===== src/rtl/cpu_clock_ctrl.sv =====
// cpu_clock_ctrl: CPU clock-enable controller on the board clock domain.
// Generates two single-cycle phase enables (phase1_en, phase2_en) in four modes:
// manual single-step, manual burst, slow run and fast run. Also debounces the
// step button and exports the free-running prescaler.
//
// Ports:
//   clk        board clock
//   rst        synchronous reset, active-high
//   mode       00 manual step, 01 manual burst, 10 slow run, 11 fast run
//   button     raw step button, active-high, asynchronous
//   burst_len  steps per burst, sampled on press
//   halt       stop at the next step boundary
//   phase1_en  single-cycle enable, first half of a CPU step
//   phase2_en  single-cycle enable, second half of a CPU step
//   busy       step/burst pending or phase mid-step
//   burst_left remaining burst steps
//   button_db  debounced button level
//   div_out    free-running prescaler
module cpu_clock_ctrl #(
  parameter int unsigned DIV_WIDTH   = 18,
  parameter int unsigned SLOW_BIT    = 15,
  parameter int unsigned FAST_BIT    = 6,
  parameter int unsigned DEB_WIDTH   = 16,
  parameter int unsigned BURST_WIDTH = 8
) (
  input  logic                   clk,
  input  logic                   rst,
  input  logic [1:0]             mode,
  input  logic                   button,
  input  logic [BURST_WIDTH-1:0] burst_len,
  input  logic                   halt,
  output logic                   phase1_en,
  output logic                   phase2_en,
  output logic                   busy,
  output logic [BURST_WIDTH-1:0] burst_left,
  output logic                   button_db,
  output logic [DIV_WIDTH-1:0]   div_out
);

  localparam logic [1:0] ModeStep  = 2'b00;
  localparam logic [1:0] ModeBurst = 2'b01;
  localparam logic [1:0] ModeSlow  = 2'b10;
  localparam logic [1:0] ModeFast  = 2'b11;

  typedef enum logic {StPh0, StPh1} phase_e;

  logic [DIV_WIDTH-1:0]   div_q;
  logic [1:0]             sync_q;
  logic [DEB_WIDTH-1:0]   deb_cnt_q, deb_cnt_d;
  logic                   button_db_q, button_db_d;
  logic                   press_q, press_d;
  logic [1:0]             mode_q;
  phase_e                 phase_q, phase_d;
  logic                   p1_q, p1_d, p2_q, p2_d;
  logic                   pending_q, pending_d;
  logic [BURST_WIDTH-1:0] burst_q, burst_d;

  logic slow_tick, fast_tick, fire_start, fire_end, step_done, mode_chg;

  assign slow_tick = &div_q[SLOW_BIT:0];
  assign fast_tick = &div_q[FAST_BIT:0];
  assign mode_chg  = (mode != mode_q);

  assign busy       = pending_q | (burst_q != '0) | (phase_q == StPh1);
  assign phase1_en  = p1_q;
  assign phase2_en  = p2_q;
  assign burst_left = burst_q;
  assign button_db  = button_db_q;
  assign div_out    = div_q;

  // Debouncer: count while the synchronised level disagrees with the debounced one.
  always_comb begin
    deb_cnt_d   = '0;
    button_db_d = button_db_q;
    if (sync_q[1] != button_db_q) begin
      if (&deb_cnt_q) begin
        button_db_d = sync_q[1];
      end else begin
        deb_cnt_d = deb_cnt_q + 1'b1;
      end
    end
    // Registered, so press_q is high in the first cycle button_db reads 1.
    press_d = button_db_d & ~button_db_q;
  end

  // Phase FSM and step bookkeeping.
  always_comb begin
    fire_start = 1'b0;
    unique case (mode)
      ModeStep:  fire_start = pending_q & fast_tick;
      ModeBurst: fire_start = (burst_q != '0) & slow_tick;
      ModeSlow:  fire_start = slow_tick;
      ModeFast:  fire_start = fast_tick;
    endcase
    fire_start = fire_start & ~halt;

    // Slow run keeps the half-step spacing at the slow rate; in every other case
    // (including halt or a mode switch mid-step) the step is closed on the next
    // fast tick so the CPU is never parked between phases.
    fire_end = ((mode == ModeSlow) && !halt) ? slow_tick : fast_tick;

    phase_d   = phase_q;
    p1_d      = 1'b0;
    p2_d      = 1'b0;
    step_done = 1'b0;
    unique case (phase_q)
      StPh0: begin
        if (fire_start) begin
          phase_d = StPh1;
          p1_d    = 1'b1;
        end
      end
      StPh1: begin
        if (fire_end) begin
          phase_d   = StPh0;
          p2_d      = 1'b1;
          step_done = 1'b1;
        end
      end
    endcase

    pending_d = pending_q;
    burst_d   = burst_q;
    // Completion wins over a simultaneous press (which is also masked by busy).
    if (step_done) begin
      pending_d = 1'b0;
      if (burst_q != '0) burst_d = burst_q - 1'b1;
    end else if (press_q && !busy) begin
      if (mode == ModeStep)  pending_d = 1'b1;
      if (mode == ModeBurst) burst_d   = burst_len;
    end
    if (mode_chg) begin
      pending_d = 1'b0;
      burst_d   = '0;
    end
  end

  always_ff @(posedge clk) begin
    if (rst) begin
      div_q       <= '0;
      sync_q      <= '0;
      deb_cnt_q   <= '0;
      button_db_q <= 1'b0;
      press_q     <= 1'b0;
      mode_q      <= ModeStep;
      phase_q     <= StPh0;
      p1_q        <= 1'b0;
      p2_q        <= 1'b0;
      pending_q   <= 1'b0;
      burst_q     <= '0;
    end else begin
      div_q       <= div_q + 1'b1;
      sync_q      <= {sync_q[0], button};
      deb_cnt_q   <= deb_cnt_d;
      button_db_q <= button_db_d;
      press_q     <= press_d;
      mode_q      <= mode;
      phase_q     <= phase_d;
      p1_q        <= p1_d;
      p2_q        <= p2_d;
      pending_q   <= pending_d;
      burst_q     <= burst_d;
    end
  end

endmodule


===== config.mk =====
export PLATFORM = sky130hd
export DESIGN_NAME = cpu_clock_ctrl
export DESIGN_NICKNAME = d
export VERILOG_FILES = /design/src/rtl/cpu_clock_ctrl.sv
export SDC_FILE = /design/constraint.sdc
export NUM_CORES = 1
export LEC_CHECK = 0
export CORE_MARGIN = 8
export CORE_UTILIZATION = 50
export CTS_CLUSTER_SIZE = 28
export DETAILED_ROUTE_END_ITERATION = 12
export PLACE_DENSITY = 0.82
export SETUP_SLACK_MARGIN = 0.05
export SLEW_MARGIN = 20
export SYNTH_ARGS = -nofsm -noshare
export SYNTH_HDL_FRONTEND = slang
export SYNTH_SLANG_ARGS = --single-unit

===== constraint.sdc =====
create_clock -name clk -period 3.21 [get_ports clk]
set_clock_uncertainty 0.15 [all_clocks]
set_input_delay 0.642 -clock clk [delete_from_list [all_inputs] [get_ports clk]]
set_output_delay 0.642 -clock clk [all_outputs]
set_load 0.02 [all_outputs]

==> metrics.md <==
| Metric | Value |
|---|---|
| Kind of path behind the tightest hold check | `reg2reg` |
| # resized after CTS | `0` |
| DR DRC count | `0` |
| Areal power density over the cells | `376.2 nW/um^2` |
| Detailed placement HPWL | `3971 um` |
| Weighted congestion at the end of routability-driven global placement | `0.9151` |
| Portion of the clock cycle consumed by the worst path in the final layout | `92.08%` |
| Sort of element at the start of the critical path | `flip-flop` |
| Total congestion overflow | `0` |
| Number of antenna violations at the first check in global routing | `0` |
| Vias | `2,086` |
| Routed wire length per instance | `14.13 um` |
| Count of buffers from port buffering | `43` |
| Buffer and inverter count on the worst path | `2` |
| Final setup slack of the worst path | `0.2542 ns` |
| Number of storage elements in the synthesis netlist | `52` |
| Longest Clk Path Bufs | `2` |
| Status | `finished clean` |
| Final Routed Wirelength | `5371 um` |
| Layer with the highest usage | `met2` |
| Die area | `7279 sq um` |
| Total number of placement rows | `25` |
| DR iter-0 viols | `97` |
| Die width | `85.32 um` |
| Die Height | `85.32 um` |
| Post-synth top area share | `43.33%` |
| Global-route met2 utilization | `24.93%` |
| Number of global-route vias before repair | `2,053` |
| Count of max-cap constraint violations | `0` |
| Synthesized cell area | `2402 sq um` |
| P&R area growth vs syn | `24.43%` |
| H-Tree Depth | `2` |
| Number of failing setup endpoints in the final timing report | `0` |
| RSZ-0062 raised after global routing | `no` |
| Setup Crit Path Kind | `reg2out` |
| Dpl ws | `0.2237 ns` |
| Crit path depth | `5` |
| Global-route wire length before repair | `9121 um` |
| Io pins | `44` |
| Biggest area consumer among synthesized cells | `sky130_fd_sc_hd__dfxtp_1` |
| Clock tree root driver cell | `sky130_fd_sc_hd__clkbuf_8` |
| Delay of the slowest critical-path stage | `0.54 ns` |
| Worst Setup End Kind | `output port` |
| Slowest stage cell, crit path | `sky130_fd_sc_hd__clkdlybuf4s50_1` |
| Inserted Clock Buffers | `5` |
| Post-layout util | `63.71%` |
| Series of cell instances along the critical path | `or3_1 -> nor4_1 -> buf_4 -> nand2_1 -> clkdlybuf4s50_1` |
| Fin crit period | `2.956 ns` |
| Initial core utilization | `51.20%` |
| Final Hold Viols | `0` |
| Post-CTS Setup Repair Bufs | `0` |
| Lkg Pwr | `0.001052 uW` |
| Post-Syn Instances | `278` |
| Slew Limit Headroom | `50.06%` |
| Met1 layer usage reported by global route | `18.07%` |
| Worst hold margin | `0.3065 ns` |
| Synthesized area per cell | `8.641 sq um` |
| Crit path max-delay family | `simple AND/OR/NAND/NOR gates` |
| Fraction of final layout cells sized beyond drive strength 1 | `5.828%` |
| Pin count of the biggest net entering global routing | `25` |
| Count of distinct cell types in the synthesized netlist | `41` |
| Syn nets | `296` |
| Max-slew violation count | `0` |
| Detailed-router iteration count before antenna repair | `5` |
| Data arrival at the endpoint of the critical path | `2.16 ns` |
| Max frequency | `338.3 MHz` |
| Met3 routing resource usage after global routing | `5.309%` |
| Aggregate negative setup slack | `0 ns` |
| Antenna Nets Post-Route | `0` |
| Diodes inserted | `0` |
| Pin slew with the least headroom to its limit | `0.7433 ns` |
| Vias per cell | `5.489` |
| Clk sinks | `52` |
| Total number of yosys warnings | `0` |
| Top area cells in the synthesized netlist | `sky130_fd_sc_hd__dfxtp_1, sky130_fd_sc_hd__xor2_1, sky130_fd_sc_hd__nor2_1` |
| TritonCTS clock tree | `built` |
| Final nets | `343` |
| Maximum fanout along the worst path | `7` |
| Clock-pin slew reported for the worst setup and hold paths after clock tree synthesis | `0.10 ns` |
| Cts-stage hold buffer count | `0` |
| GRT Overall Usage | `15.23%` |
| Core outline area | `4692 sq um` |
| Clock latency on the worst-skew pair | `0.32 ns` |
| Max IR drop VDD | `0.3299 mV` |
| Sequential area share after synthesis | `43.33%` |
| Number of stages on the worst hold path | `1` |
| WP data required | `2.42 ns` |
| Number of cells on the worst reg-to-reg path | `6` |
## through the flow
step	std cells	power (uW)	instance area, sq um
4_1_cts	380	1130	2989
3_5_place_dp	372	739.8	2893
3_3_place_gp	372	738.1	2893
2_1_floorplan	278	703.1	2402
6_report	380	1124	2989
5_1_grt	380	1159	2989
## layout by cell type (no fill, tap or decap), drive strengths merged, types with 5 or more instances in the layout
master | netlist | final
nor2 | 51 | 51
dfxtp | 52 | 52
mux2i | 5 | 5
inv | 9 | 10
clkbuf | 6 | 5
buf | 2 | 5
xnor2 | 10 | 10
clkdlybuf4s50 | 0 | 43
nand2 | 23 | 23
nand3 | 17 | 17
nor3 | 9 | 9
or3 | 5 | 5
xor2 | 22 | 22
a211oi | 9 | 9
nand4 | 6 | 6
nor2b | 5 | 5
## state kept, by name (all words and copies together) (netlist names)
register	count
pending_q	1
button_db	1
phase2_en	1
deb_cnt_q	16
div_out	18
phase_q	1
phase1_en	1
mode_q	2
burst_left	8
press_q	1
sync_q	2
## worst reg2reg max path, cell delays in order, from the launching register on
cell                      delay, ns
sky130_fd_sc_hd__dfxtp_1       0.38
sky130_fd_sc_hd__or3_1         0.46
sky130_fd_sc_hd__nor4_1        0.22
sky130_fd_sc_hd__buf_4         0.19
sky130_fd_sc_hd__mux2_2        0.41
sky130_fd_sc_hd__or2_4         0.27
sky130_fd_sc_hd__o32ai_1       0.25
## power by group
group,internal [uW],switching (uW),total [uW]
Sequential,652,7.06,659
Clock,161,240,400
Combinational,34.0,31.6,65.5
Total,846,278,1120
## final timing paths
path / start / to / slack [ns]
worst max-delay path: burst_left[2]$_SDFFE_PP0P_ / busy / 0.25
worst min-delay path: sync_q[0]$_SDFF_PP0_ / sync_q[1]$_SDFF_PP0_ / 0.31
worst max register to register: burst_left[2]$_SDFFE_PP0P_ / burst_left[5]$_SDFFE_PP0P_ / 0.80
worst min register to register: sync_q[0]$_SDFF_PP0_ / sync_q[1]$_SDFF_PP0_ / 0.31
## area by class of cell
cell class | count | area (sq um)
clock buffer | 5 | 68.82
clock inverter | 3 | 27.53
fill | 424 | 1703
inverter | 9 | 33.78
multi-input combinational | 209 | 1282
sequential | 52 | 1041
tap | 54 | 67.56
timing repair buffer | 48 | 467.9
## cells in the mapped netlist
cell,n
sky130_fd_sc_hd__nor4_1,1
sky130_fd_sc_hd__and3_1,3
sky130_fd_sc_hd__nor3_1,9
sky130_fd_sc_hd__or2_4,1
sky130_fd_sc_hd__and3_4,1
sky130_fd_sc_hd__o32ai_1,4
sky130_fd_sc_hd__nor2_1,51
sky130_fd_sc_hd__mux2_2,1
sky130_fd_sc_hd__and2_1,1
sky130_fd_sc_hd__clkbuf_1,6
sky130_fd_sc_hd__o21ai_0,1
sky130_fd_sc_hd__nand4_1,6
sky130_fd_sc_hd__a21oi_2,1
sky130_fd_sc_hd__a21o_1,1
sky130_fd_sc_hd__nor2b_1,5
sky130_fd_sc_hd__nand2_1,23
sky130_fd_sc_hd__a31oi_1,1
sky130_fd_sc_hd__or2_2,1
sky130_fd_sc_hd__or3_1,5
sky130_fd_sc_hd__xor2_1,22
sky130_fd_sc_hd__ha_1,4
sky130_fd_sc_hd__and4_1,2
sky130_fd_sc_hd__a32oi_1,1
sky130_fd_sc_hd__nand4b_1,3
sky130_fd_sc_hd__nand3_1,17
sky130_fd_sc_hd__or4_1,3
sky130_fd_sc_hd__o2111ai_1,1
sky130_fd_sc_hd__o21a_1,2
sky130_fd_sc_hd__a22oi_1,2
sky130_fd_sc_hd__a21oi_1,3
sky130_fd_sc_hd__o31ai_1,2
sky130_fd_sc_hd__mux2i_1,5
sky130_fd_sc_hd__buf_6,2
sky130_fd_sc_hd__or4_4,1
sky130_fd_sc_hd__inv_1,9
sky130_fd_sc_hd__or3b_1,1
sky130_fd_sc_hd__a211oi_1,9
sky130_fd_sc_hd__o22ai_1,2
sky130_fd_sc_hd__dfxtp_1,52
sky130_fd_sc_hd__xnor2_1,10
sky130_fd_sc_hd__nand2b_1,3
## kinds of logic (layout without fill, tap and decap cells)
family / after synthesis / count (layout) / synth area share (%)
simple gates: 137 / 137 / 27.92
compound gates: 30 / 30 / 9.166
fa+ha+maj: 4 / 4 / 2.083
xor+xnor: 32 / 32 / 11.67
buf+inv: 17 / 65 / 3.281
mux: 6 / 6 / 2.552
flops: 52 / 52 / 43.33
## per-layer routing
| layer | up-vias | wire [um] |
|---|---|---|
| li1 | 1062 | - |
| met1 | 956 | 2494 |
| met2 | 57 | 2437 |
| met3 | 11 | 354 |
| met4 | 0 | 85 |
| met5 | - | 0 |
Note: power is estimated with default switching activity, not from simulation.
